### src/rtl/multicycle_ctrl_pkg.sv
// Shared encodings for the multicycle MIPS control path: states, opcodes,
// ALU op codes and datapath mux selects (also used by the decoder and ALU control).
package multicycle_ctrl_pkg;

  localparam int unsigned OP_W     = 6;
  localparam int unsigned ALU_OP_W = 3;
  localparam int unsigned STATE_W  = 3;

  typedef enum logic [STATE_W-1:0] {
    S_FETCH  = 3'd0,
    S_DECODE = 3'd1,
    S_EXEC   = 3'd2,
    S_MEM    = 3'd3,
    S_WB     = 3'd4,
    S_BRANCH = 3'd5,
    S_JUMP   = 3'd6
  } state_e;

  localparam logic [OP_W-1:0] OP_RTYPE = 6'b000000;
  localparam logic [OP_W-1:0] OP_J     = 6'b000010;
  localparam logic [OP_W-1:0] OP_BEQ   = 6'b000100;
  localparam logic [OP_W-1:0] OP_BNE   = 6'b000101;
  localparam logic [OP_W-1:0] OP_ADDI  = 6'b001000;
  localparam logic [OP_W-1:0] OP_SLTIU = 6'b001011;
  localparam logic [OP_W-1:0] OP_ORI   = 6'b001101;
  localparam logic [OP_W-1:0] OP_LUI   = 6'b001111;
  localparam logic [OP_W-1:0] OP_LW    = 6'b100011;
  localparam logic [OP_W-1:0] OP_SW    = 6'b101011;

  localparam logic [ALU_OP_W-1:0] ALU_NONE = 3'b000;
  localparam logic [ALU_OP_W-1:0] ALU_BEQ  = 3'b001;
  localparam logic [ALU_OP_W-1:0] ALU_R    = 3'b010;
  localparam logic [ALU_OP_W-1:0] ALU_BNE  = 3'b011;
  localparam logic [ALU_OP_W-1:0] ALU_ADD  = 3'b100;
  localparam logic [ALU_OP_W-1:0] ALU_OR   = 3'b101;
  localparam logic [ALU_OP_W-1:0] ALU_SLTU = 3'b110;
  localparam logic [ALU_OP_W-1:0] ALU_LUI  = 3'b111;

  localparam logic [1:0] SRCB_RT   = 2'b00;
  localparam logic [1:0] SRCB_SEXT = 2'b01;
  localparam logic [1:0] SRCB_ZEXT = 2'b10;
  localparam logic [1:0] SRCB_FOUR = 2'b11;

  localparam logic [1:0] PCSRC_ALU = 2'b00;
  localparam logic [1:0] PCSRC_BR  = 2'b01;
  localparam logic [1:0] PCSRC_JMP = 2'b10;

  // ALU operation selected by an instruction opcode; j and unknowns use none
  function automatic logic [ALU_OP_W-1:0] alu_op_of(input logic [OP_W-1:0] op);
    logic [ALU_OP_W-1:0] r;
    r = ALU_NONE;
    case (op)
      OP_RTYPE:     r = ALU_R;
      OP_ADDI:      r = ALU_ADD;
      OP_SLTIU:     r = ALU_SLTU;
      OP_BEQ:       r = ALU_BEQ;
      OP_BNE:       r = ALU_BNE;
      OP_LUI:       r = ALU_LUI;
      OP_ORI:       r = ALU_OR;
      OP_LW, OP_SW: r = ALU_ADD;
      default:      r = ALU_NONE;
    endcase
    return r;
  endfunction

endpackage

### src/rtl/multicycle_ctrl_wait_timer.sv
// Memory-ready wait counter: counts stalled FETCH/MEM cycles and flags the
// cycle on which the stall limit is reached without mem_ready.
module multicycle_ctrl_wait_timer #(
  parameter int unsigned WAIT_MAX = 15
) (
  input  logic clk_i,
  input  logic rst_i,
  input  logic active_i,
  input  logic ready_i,
  output logic timeout_o
);

  localparam int unsigned CW = (WAIT_MAX > 2) ? $clog2(WAIT_MAX) : 1;

  logic [CW-1:0] cnt_q;
  logic [CW-1:0] cnt_d;

  // ready in the limit cycle wins over the abort
  assign timeout_o = active_i && !ready_i && (cnt_q == CW'(WAIT_MAX - 1));

  always_comb begin
    cnt_d = cnt_q;
    if (!active_i || ready_i || timeout_o) begin
      cnt_d = '0;
    end else begin
      cnt_d = cnt_q + CW'(1);
    end
  end

  always_ff @(posedge clk_i or posedge rst_i) begin
    if (rst_i) begin
      cnt_q <= '0;
    end else begin
      cnt_q <= cnt_d;
    end
  end

endmodule

### src/rtl/multicycle_ctrl.sv
// Multicycle MIPS control unit: sequences FETCH/DECODE/EXEC/MEM/WB/BRANCH/JUMP.
// Optional MULTICYCLE_CTRL_RETIRE_CNT_EN adds the retired-instruction counter retired_o.
module multicycle_ctrl
  import multicycle_ctrl_pkg::*;
#(
  parameter int unsigned WAIT_MAX = 15,
  parameter int unsigned CNT_W    = 32
) (
  input  logic                clk_i,
  input  logic                rst_i,
  input  logic [OP_W-1:0]     instr_op_i,
  input  logic                zero_i,
  input  logic                mem_ready_i,
  output logic                pc_write_o,
  output logic                ir_write_o,
  output logic                mem_read_o,
  output logic                mem_write_o,
  output logic                i_or_d_o,
  output logic                reg_write_o,
  output logic                reg_dst_o,
  output logic                mem_to_reg_o,
  output logic                alu_src_a_o,
  output logic [1:0]          alu_src_b_o,
  output logic [ALU_OP_W-1:0] alu_op_o,
  output logic [1:0]          pc_src_o,
  output logic [STATE_W-1:0]  state_o,
  output logic                illegal_o,
`ifdef MULTICYCLE_CTRL_RETIRE_CNT_EN
  output logic [CNT_W-1:0]    retired_o,
`endif
  output logic                err_o
);

  state_e          state_q, state_d;
  logic [OP_W-1:0] op_q, op_d;
  logic            illegal_q, illegal_d;
  logic            err_q, err_d;
  logic            wait_active_c;
  logic            timeout_c;
  logic            pc_write_c, ir_write_c, mem_write_c, reg_write_c;

  multicycle_ctrl_wait_timer #(.WAIT_MAX(WAIT_MAX)) u_wait_timer (
    .clk_i     (clk_i),
    .rst_i     (rst_i),
    .active_i  (wait_active_c),
    .ready_i   (mem_ready_i),
    .timeout_o (timeout_c)
  );

  always_comb begin
    state_d       = state_q;
    op_d          = op_q;
    illegal_d     = illegal_q;
    err_d         = err_q;
    wait_active_c = 1'b0;
    pc_write_c    = 1'b0;
    ir_write_c    = 1'b0;
    mem_write_c   = 1'b0;
    reg_write_c   = 1'b0;
    mem_read_o    = 1'b0;
    i_or_d_o      = 1'b0;
    reg_dst_o     = 1'b0;
    mem_to_reg_o  = 1'b0;
    alu_src_a_o   = 1'b0;
    alu_src_b_o   = SRCB_RT;
    alu_op_o      = ALU_NONE;
    pc_src_o      = PCSRC_ALU;
    case (state_q)
      S_FETCH: begin
        mem_read_o    = 1'b1;
        alu_src_b_o   = SRCB_FOUR;
        alu_op_o      = ALU_ADD;
        wait_active_c = 1'b1;
        if (mem_ready_i) begin
          ir_write_c = 1'b1;
          pc_write_c = 1'b1;
          state_d    = S_DECODE;
        end else if (timeout_c) begin
          err_d = 1'b1;
        end
      end
      S_DECODE: begin
        op_d = instr_op_i;
        case (instr_op_i)
          OP_RTYPE, OP_ADDI, OP_SLTIU, OP_LUI,
          OP_ORI, OP_LW, OP_SW:  state_d = S_EXEC;
          OP_BEQ, OP_BNE:        state_d = S_BRANCH;
          OP_J:                  state_d = S_JUMP;
          default: begin
            state_d   = S_FETCH;
            illegal_d = 1'b1;
          end
        endcase
      end
      S_EXEC: begin
        alu_src_a_o = 1'b1;
        alu_op_o    = alu_op_of(op_q);
        case (op_q)
          OP_ADDI, OP_LW, OP_SW: alu_src_b_o = SRCB_SEXT;
          OP_SLTIU, OP_ORI:      alu_src_b_o = SRCB_ZEXT;
          default:               alu_src_b_o = SRCB_RT;
        endcase
        state_d = ((op_q == OP_LW) || (op_q == OP_SW)) ? S_MEM : S_WB;
      end
      S_MEM: begin
        i_or_d_o      = 1'b1;
        wait_active_c = 1'b1;
        mem_read_o    = (op_q == OP_LW);
        mem_write_c   = (op_q == OP_SW) && !timeout_c;
        if (mem_ready_i) begin
          state_d = (op_q == OP_LW) ? S_WB : S_FETCH;
        end else if (timeout_c) begin
          err_d   = 1'b1;
          state_d = S_FETCH;
        end
      end
      S_WB: begin
        reg_write_c  = 1'b1;
        reg_dst_o    = (op_q == OP_RTYPE);
        mem_to_reg_o = (op_q == OP_LW);
        state_d      = S_FETCH;
      end
      S_BRANCH: begin
        alu_src_a_o = 1'b1;
        alu_op_o    = alu_op_of(op_q);
        pc_src_o    = PCSRC_BR;
        pc_write_c  = ((op_q == OP_BEQ) && zero_i) || ((op_q == OP_BNE) && !zero_i);
        state_d     = S_FETCH;
      end
      S_JUMP: begin
        pc_write_c = 1'b1;
        pc_src_o   = PCSRC_JMP;
        state_d    = S_FETCH;
      end
      default: state_d = S_FETCH;
    endcase
  end

  always_ff @(posedge clk_i or posedge rst_i) begin
    if (rst_i) begin
      state_q   <= S_FETCH;
      op_q      <= '0;
      illegal_q <= 1'b0;
      err_q     <= 1'b0;
    end else begin
      state_q   <= state_d;
      op_q      <= op_d;
      illegal_q <= illegal_d;
      err_q     <= err_d;
    end
  end

  // write strobes are held off for the whole reset pulse
  assign pc_write_o  = pc_write_c  & ~rst_i;
  assign ir_write_o  = ir_write_c  & ~rst_i;
  assign mem_write_o = mem_write_c & ~rst_i;
  assign reg_write_o = reg_write_c & ~rst_i;
  assign state_o     = state_q;
  assign illegal_o   = illegal_q;
  assign err_o       = err_q;

`ifdef MULTICYCLE_CTRL_RETIRE_CNT_EN
  logic             retire_c;
  logic [CNT_W-1:0] retired_q, retired_d;

  // completed instructions only; illegal and timeout aborts never get here
  assign retire_c = (state_q == S_WB) || (state_q == S_BRANCH) || (state_q == S_JUMP) ||
                    ((state_q == S_MEM) && mem_ready_i && (op_q == OP_SW));

  always_comb begin
    retired_d = retired_q;
    if (retire_c) begin
      retired_d = retired_q + CNT_W'(1);
    end
  end

  always_ff @(posedge clk_i or posedge rst_i) begin
    if (rst_i) begin
      retired_q <= '0;
    end else begin
      retired_q <= retired_d;
    end
  end

  assign retired_o = retired_q;
`endif

endmodule
### config.mk
export PLATFORM = sky130hd
export DESIGN_NAME = multicycle_ctrl
export DESIGN_NICKNAME = d
export VERILOG_FILES = /design/src/rtl/multicycle_ctrl_pkg.sv /design/src/rtl/multicycle_ctrl_wait_timer.sv /design/src/rtl/multicycle_ctrl.sv
export SDC_FILE = /design/constraint.sdc
export NUM_CORES = 1
export LEC_CHECK = 0
export ABC_CLOCK_PERIOD_IN_PS = 2400
export CAP_MARGIN = 5
export CORE_MARGIN = 3
export CORE_UTILIZATION = 69
export CTS_BUF_LIST = sky130_fd_sc_hd__clkbuf_2 sky130_fd_sc_hd__clkbuf_4 sky130_fd_sc_hd__clkbuf_8
export CTS_CLUSTER_SIZE = 40
export DETAILED_ROUTE_END_ITERATION = 12
export DONT_BUFFER_PORTS = 1
export PLACE_DENSITY = 0.85
export SYNTH_ARGS = -nofsm -noshare
export SYNTH_HDL_FRONTEND = slang
export SYNTH_SLANG_ARGS = --single-unit
### constraint.sdc
create_clock -name clk_i -period 2.4 [get_ports clk_i]
set_input_delay 0.24 -clock clk_i [delete_from_list [all_inputs] [get_ports clk_i]]
set_output_delay 0.24 -clock clk_i [all_outputs]
set_load 0.005 [all_outputs]
==> summary.txt <==
Outcome
  • Status: finished, final reports clean

Clocking
  • Clock Tree Root: clkbuf_4
  • Clk Latency, worst-skew pair: 0.29 ns
  • Maximum clock path buffer count: 2
  • H-Tree Level Count: 1
  • Total CTS buffers: 3
  • CTS tree: yes
  • Clock sinks: 15
  • Clock transition at path regs: 0.09 ns

STA
  • Crit path time final: 2.01 ns
  • Pins Over Slew Limit: 0
  • FMAX: 498 MHz
  • WHS: 0.0914 ns
  • Setup-failing EPs final: 0
  • RSZ-0062 raised after global routing: false
  • Worst Skew: 0.00368 ns
  • Final Hold Viols: 0
  • Slew headroom: 65.2%
  • Worst-margin pin slew: 0.522 ns
  • Period Utilization, post-route: 83.7%
  • Final TNS setup: 0 ns

Layout
  • Share of cells above drive strength 1: 17.1%
  • Antenna diode count: 0
  • Area delta synth->final: 0.454%
  • Layout net count: 130
  • Fill count: 104

Die
  • DIE WIDTH: 46.0 um
  • Io pins: 31
  • Rows: 13
  • Initial Util: 78.8%
  • Die ar.: 0.00211 mm2
  • Core area: 0.00140 mm2
  • Die Y: 46.0 um

Route
  • DR iter-0 viols: 19
  • Avg WL per Cell: 17.2 um
  • Final WL: 2.28 mm
  • Post-route antenna net violation count: 0
  • Detailed Routing Iterations Pass 1: 4
  • Via Count: 910
  • Vias per cell: 6.89
  • DRC viols: 0

Global routing
  • Global Route Usage Sum: 24.8%
  • Grt total ovfl: 0
  • Pin count of the biggest net entering global routing: 17
  • First-pass GRT wire length: 3.74 mm
  • Vias in the first global route: 834
  • Initial antenna violation count: 0

Worst hold path
  • Hold Crit Start: instr_op_i[2]
  • Hold Crit Class: in2reg

Setup path
  • Worst r2r src: state_o[1]
  • CP Capture Type: primary output
  • Worst EP required: 2.16 ns
  • Worst EP arrival: 1.77 ns
  • Critical Setup Path Class: reg2out
  • Startpoint types: flip-flop
  • Crit path from: state_o[0]
  • CP Max Fanout: 12

Synthesis
  • Top_reg_cell synth: dfrtp_1
  • Register area share after synthesis: 34.1%
  • FFs w/ async S/R, synth: 100%
  • Synthesized instance count: 119
  • Mapped Nets: 131
  • Post-Synthesis Cell Area: 0.00110 mm2
  • Yosys warning count: 0
  • Post-synthesis register bit count: 15
  • Synth unique cells: 46
  • Post-synth EDFFs: 0
  • Avg Cell Area, Syn: 9.26 um2

Place
  • Buffers on Ports: 0
  • Final Wtd Congestion: 0.889
  • Post-detail-place hpwl: 1.72 mm

Pwr
  • Pleak: 0.480 nW
  • Power Total: 0.000840 W
  • Clock network fraction of total power: 18.8%
  • Sequential Power Share: 51.7%
  • Internal Power: 0.000513 W
  • Switching portion of total power: 38.9%
  • Comb pwr share: 29.4%
  • Net Sw Power: 0.000326 W
  • PwrDens: 758 mW/mm2
  • Peak supply drop: 586 uV

Job
  • # Max-Cap Violations: 0
power groups by stage:
stage	Clock, W	Combinational (W)	Sequential, W
after floorplan	0	0.000322	0.000346
after global placement	0	0.000239	0.000430
after detailed placement	0	0.000245	0.000439
after CTS	0.000161	0.000248	0.000432
after global routing	0.000175	0.000277	0.000451
final	0.000158	0.000247	0.000434
final timing paths:
path,end,slack (ns),depth (start not counted)
min reg2reg,u_wait_timer.cnt_q[0],0.48,1
max in group asynchronous,err_o,1.83,3
min,op_q[2],0.09,1
max,alu_op_o[0],0.39,5
min in group asynchronous,state_o[1],0.39,3
max reg2reg,op_q[1],0.69,3
layer usage:
layer  part of all wire, %  routed length (um)  GRT usage, %  vias to the layer above
met3                   9.0                 204          6.32                        3
li1                      -                   -             -                      429
met4                   1.3                  29          8.52                        0
met1                    45                1020          32.2                      441
met2                    45                1020          39.6                       37
met5                     0                   0             0                        -
per-stage QoR:
step	setup slack, ns	cells	area [um2]	util [%]
3_3_place_gp	0.740	127	1070	76.3
6_report	0.392	132	1110	79.2
4_1_cts	0.385	132	1110	79.2
5_1_grt	0.180	132	1110	79.2
2_1_floorplan	0.843	119	1100	-
3_5_place_dp	0.708	127	1070	76.3
cell families (layout without fill, tap and decap cells):
logic type / Yosys count / count (layout) / synth area share, %
multiplexers: 6 / 6 / 6.13
AO/OA/AOI/OAI: 25 / 25 / 17.0
buffers and inverters: 14 / 12 / 7.60
XOR/XNOR: 5 / 5 / 3.97
AND/OR/NAND/NOR: 52 / 52 / 28.9
flip-flops: 15 / 15 / 34.1
adder cells (fa/ha/maj): 2 / 2 / 2.27
state kept, by name, summed over array words and instances (netlist names):
name                cells
err_o                   1
illegal_o               1
op_q                    6
state_o                 3
u_wait_timer.cnt_q      4
cell usage after synthesis, types with 2 or more instances:
cell type | n | share of area, %
dfrtp_1 | 15 | 34
nor2_1 | 11 | 3.7
a21oi_1 | 6 | 2.7
inv_1 | 6 | 2.0
mux2_2 | 6 | 6.1
nand2_1 | 6 | 2.0
nor3_1 | 6 | 2.7
a31oi_1 | 4 | 2.3
nand2b_1 | 4 | 2.3
xor2_1 | 4 | 3.2
buf_6 | 3 | 3.1
nand3_1 | 3 | 1.4
buf_4 | 2 | 1.4
clkbuf_1 | 2 | 0.68
ha_1 | 2 | 2.3
nand3b_1 | 2 | 1.4
nand4_1 | 2 | 1.1
nor2b_1 | 2 | 1.1
nor4_1 | 2 | 1.1
nor4b_1 | 2 | 1.6
o211ai_1 | 2 | 1.4
o32ai_1 | 2 | 1.6
or2_2 | 2 | 1.1
area by class of cell:
cell class	instances	area (um2)	share of cell area, %
tap	15	18.8	1.69
clock buffer	4	30.0	2.71
timing repair buffer	2	17.5	1.58
inverter	6	22.5	2.03
sequential	15	375	33.9
multi-input combinational	90	643	58.1
cell usage in the layout (no fill, tap or decap), types with 6 or more instances in the layout:
master	count
a21oi_1	6
inv_1	6
nor2_1	11
dfrtp_1	15
nor3_1	6
mux2_2	6
nand2_1	6
worst max-delay path: stages (launching register included):
cell and delay, ns:
dfrtp_1 0.57, nor2b_4 0.23, nand2_1 0.08, inv_1 0.14
nor2_1 0.09, nor4b_1 0.37
what timing repair did:
| item | 4_1_cts | 5_1_grt |
|---|---|---|
| setup buffers | 0 | 0 |
| gates resized for setup | 0 | 0 |
| endpoints found under the hold margin | 15 | 0 |
| hold buffers | 1 | 0 |
(Power assumes the default switching activity.)
